## src/rtl/mux_scan_ctrl.sv

```systemverilog
// Scan sequencer for a 4:1 decoder/tri-state mux: steps the select, samples
// its output per channel and hands each 4-bit frame off on valid/ready.
module mux_scan_ctrl #(
   parameter int SETTLE = 2,
   parameter int CNT_W  = 4
) (
   input  logic             clk,
   input  logic             rst_n,
   input  logic             start,
   input  logic             cont,
   input  logic             y,
   output logic [1:0]       s,
   output logic [3:0]       frame,
   output logic             valid,
   input  logic             ready,
   output logic             busy
);

   typedef enum logic [1:0] {
      ST_IDLE,
      ST_SETTLE,
      ST_SAMPLE,
      ST_WAIT
   } state_t;

   // With no settle time every channel goes straight to its sample cycle.
   localparam logic [CNT_W-1:0] RELOAD     = (SETTLE == 0) ? '0 : CNT_W'(SETTLE - 1);
   localparam state_t           SCAN_ENTRY = (SETTLE == 0) ? ST_SAMPLE : ST_SETTLE;

   state_t           state, state_next;
   logic [1:0]       s_next;
   logic [CNT_W-1:0] cnt, cnt_next;
   logic [3:0]       shadow, shadow_next;
   logic [3:0]       frame_next;
   logic             valid_next;
   logic             take;

   assign take = valid && ready;
   assign busy = (state != ST_IDLE);

   always_ff @(posedge clk or negedge rst_n) begin
      if (!rst_n) begin
         state  <= ST_IDLE;
         s      <= 2'd0;
         cnt    <= '0;
         shadow <= 4'd0;
         frame  <= 4'd0;
         valid  <= 1'b0;
      end else begin
         state  <= state_next;
         s      <= s_next;
         cnt    <= cnt_next;
         shadow <= shadow_next;
         frame  <= frame_next;
         valid  <= valid_next;
      end
   end

   always_comb begin
      state_next  = state;
      s_next      = s;
      cnt_next    = cnt;
      shadow_next = shadow;
      frame_next  = frame;
      valid_next  = valid;

      // A transfer empties the output register unless a new frame loads below.
      if (take) begin
         valid_next = 1'b0;
      end

      case (state)
         ST_IDLE: begin
            s_next = 2'd0;
            if (start || cont) begin
               state_next = SCAN_ENTRY;
               cnt_next   = RELOAD;
            end
         end

         ST_SETTLE: begin
            if (cnt == '0) begin
               state_next = ST_SAMPLE;
            end else begin
               cnt_next = cnt - CNT_W'(1);
            end
         end

         ST_SAMPLE: begin
            shadow_next[s] = y;
            if (s != 2'd3) begin
               s_next     = s + 2'd1;
               cnt_next   = RELOAD;
               state_next = SCAN_ENTRY;
            end else if (!valid || take) begin
               frame_next = shadow_next;
               valid_next = 1'b1;
               s_next     = 2'd0;
               if (cont) begin
                  state_next = SCAN_ENTRY;
                  cnt_next   = RELOAD;
               end else begin
                  state_next = ST_IDLE;
               end
            end else begin
               state_next = ST_WAIT;
            end
         end

         ST_WAIT: begin
            // Completed frame is parked in shadow until the consumer takes the old one.
            if (take) begin
               frame_next = shadow;
               valid_next = 1'b1;
               s_next     = 2'd0;
               if (cont) begin
                  state_next = SCAN_ENTRY;
                  cnt_next   = RELOAD;
               end else begin
                  state_next = ST_IDLE;
               end
            end
         end

         default: begin
            state_next = ST_IDLE;
         end
      endcase
   end

endmodule

```

## config.mk

```make
export PLATFORM = sky130hd
export DESIGN_NAME = mux_scan_ctrl
export DESIGN_NICKNAME = d
export VERILOG_FILES = /design/src/rtl/mux_scan_ctrl.sv
export SDC_FILE = /design/constraint.sdc
export NUM_CORES = 1
export LEC_CHECK = 0
export ABC_AREA = 1
export CAP_MARGIN = 5
export CORE_MARGIN = 5
export CORE_UTILIZATION = 51
export CTS_BUF_LIST = sky130_fd_sc_hd__clkbuf_8
export CTS_CLUSTER_DIAMETER = 150
export CTS_CLUSTER_SIZE = 30
export DETAILED_ROUTE_END_ITERATION = 8
export PLACE_DENSITY = 0.87
export SLEW_MARGIN = 5
export SYNTH_ARGS = -nofsm -noshare
export SYNTH_HDL_FRONTEND = slang
export SYNTH_SLANG_ARGS = --single-unit
```

## constraint.sdc

```tcl
create_clock -name clk -period 1.3 [get_ports clk]
set_input_delay 0.26 -clock clk [delete_from_list [all_inputs] [get_ports clk]]
set_output_delay 0.26 -clock clk [all_outputs]
set_load 0.05 [all_outputs]
```

==> results.json <==
{
  "max-vdd-ir-drop_v": 0.00210,
  "drive_gt1_frac": 0.332,
  "status": "finished with violations",
  "overflow": 0,
  "root_buffer": "clkbuf_8",
  "grt_pass1_vias": 1095,
  "cts_htree_levels": 1,
  "p_sw_frac": 0.486,
  "yosys_warnings": 0,
  "rows": 16,
  "worst_slack_ps": -121,
  "dieWidth_um": 56.4,
  "worstSetupEndpointType": "output port",
  "post-route-min-period_ps": 1420,
  "max_freq_mhz": 704,
  "grt_start_max_net_pins": 18,
  "syn-num-nets": 164,
  "die_area_um2": 3180,
  "cp_max_fo": 4,
  "final_cell_mix": "nand2_1 (42), buf_4 (19), dfrtp_1 (14)",
  "antenna_found_initial": 0,
  "drt-pass1-iter-count": 4,
  "critPathArrivalTime_ps": 1160,
  "final_common_cell": "nand2_1",
  "initial_core_util": 0.548,
  "dp_cells": 202,
  "vias": 1212,
  "post-route-period-util": 1.09,
  "reg2reg_from": "state[1]$_DFFE_PN0P_",
  "critPathLaunchType": "flip-flop",
  "p_clk_frac": 0.087,
  "clock_latency_ps": 250,
  "grt_pass1_wl_um": 5090,
  "cellPowerDensity_nw_per_um2": 2810,
  "criticalPathCategory": "reg -> out",
  "holdCritPathClass": "in -> async",
  "wl_um": 3180,
  "fillers": 117,
  "wl_per_cell_um": 15.1,
  "synth_area_um2": 1100,
  "switching_power_mw": 2.20,
  "vias_per_cell": 5.74,
  "yosys.area.top_type": "dfrtp_1",
  "tightest_slew_ps": 268,
  "final_cells": 211,
  "synth_area_per_cell_um2": 7.46,
  "yosysTopAreaCellShare": 0.388,
  "n_antenna_cell": 0,
  "synth_cells": 147,
  "seq_area_um2": 429,
  "fp.coreArea_um2": 2000,
  "port_buffers": 13,
  "dieHeight_um": 56.4,
  "rsz0062_at_grt": "yes",
  "r2r_end": "cnt[2]$_DFFE_PN0P_",
  "gp_congestion": 0.895,
  "cp-startpoint": "state[1]$_DFFE_PN0P_",
  "cp.required_ps": 1040,
  "r2r_setup_slack_ps": -120,
  "drv_slew": 0,
  "synthTopCellsByArea": "dfrtp_1 (39%), nand2_1 (16%), ha_1 (13%), nand3_1 (5.9%), o21ai_0 (5.9%)",
  "pre_cts_ws_ps": -202,
  "dp_hpwl_um": 2090,
  "seq_area_frac_synth": 0.388,
  "post-route-drc-count": 0,
  "cts_sinks": 17,
  "tns_ps": -1300,
  "ys_ff_latch": 17,
  "cts_buffer_depth": 2,
  "ant_nets": 0,
  "syn_to_final_growth_pct": 47.1,
  "cts_buffers": 3,
  "setup_violations": 15,
  "p_int_mw": 2.33,
  "hold_viol": 0,
  "first_iter_violations": 83,
  "clk_pin_slew_ps": 70,
  "grtUsageTotal": 0.202,
  "violations": "setup timing",
  "cts_tree": "built",
  "leakagePower_nw": 0.794,
  "io_pins": 14,
  "drv_cap": 0,
  "pwr-share-comb": 0.682,
  "multi_input_area_um2": 661,
  "yosysUniqueCellTypes": 15,
  "maxSlewHeadroom": 0.822,
  "nets": 202,
  "rr_worst_depth": 8,
  "seqPwrFrac": 0.230,
  "fin_skew_ps": 3.79
}
per-layer routing:
layer | routed length, um | vias to the layer above | track usage
met5 | 0 | - | 0
met4 | 109 | 0 | 0.0644
met3 | 261 | 20 | 0.0459
met2 | 1570 | 76 | 0.329
met1 | 1240 | 569 | 0.264
li1 | - | 547 | -
worst max-delay path by stage:
| stage | to | slack, ps |
|---|---|---|
| floorplan | cnt[1]$_DFFE_PN0P_ | -20 |
| detailed placement | cnt[2]$_DFFE_PN0P_ | -200 |
| finish | busy | -120 |
| CTS | cnt[3]$_DFFE_PN0P_ | -110 |
| global placement | cnt[1]$_DFFE_PN0P_ | -150 |
| global route | cnt[3]$_DFFE_PN0P_ | -190 |
power groups by stage:
stage	sequential [mW]	clock (mW)	combinational [mW]
2_1_floorplan	1.26	0	1.40
4_1_cts	1.03	0.388	2.94
6_report	1.04	0.395	3.09
5_1_grt	1.07	0.414	3.34
3_3_place_gp	1.02	0	2.61
3_5_place_dp	1.05	0	2.71
cells by family after synthesis:
group           after synthesis  synth area share
simple gates                 74             0.302
compound gates               24             0.113
buf+inv                      21            0.0718
flops                        17             0.388
fa+ha+maj                    11             0.125
worst max-delay path, stage by stage (launching register included):
cell	delay (ps)
dfrtp_1	410
inv_1	160
ha_4	160
inv_2	40
buf_12	140
cells in the mapped netlist (all sizes together):
cell type / instances
ha: 11
o21ai: 22
nand3: 13
nor2: 5
inv: 21
nand2: 50
nand4: 5
or2: 1
dfrtp: 17
a21oi: 2
through the flow:
stage / instance area [um^2] / hold WS [ps] / total power [mW] / utilization
global placement: 1490 / 476 / 3.63 / 0.743
finish: 1610 / 326 / 4.53 / 0.806
global route: 1610 / 366 / 4.82 / 0.806
CTS: 1590 / 336 / 4.36 / 0.795
detailed placement: 1490 / 483 / 3.75 / 0.743
floorplan: 1130 / -35.6 / 2.65 / -
final cells by class:
class | instances | share of cell area
multi-input cells | 109 | 0.409
flip-flops and latches | 17 | 0.266
repair buffers | 33 | 0.226
inverters | 21 | 0.0504
clock buffers | 3 | 0.0256
well taps | 27 | 0.0209
clock inverters | 1 | 0.00233
what timing repair did:
action,in CTS,in global routing
hold buffers,0,0
pin swaps,5,6
setup buffers,4,1
endpoints found under the hold margin,0,0
gates resized for setup,9,7
setup endpoints to repair,13,17
gates cloned,0,0
flip-flops by register name (all words and copies together), names as in the netlist:
name and flops:
frame 4, valid 1, s 2, cnt 4, state 2, shadow 4
No activity file was read; power rests on OpenSTA's default activity.
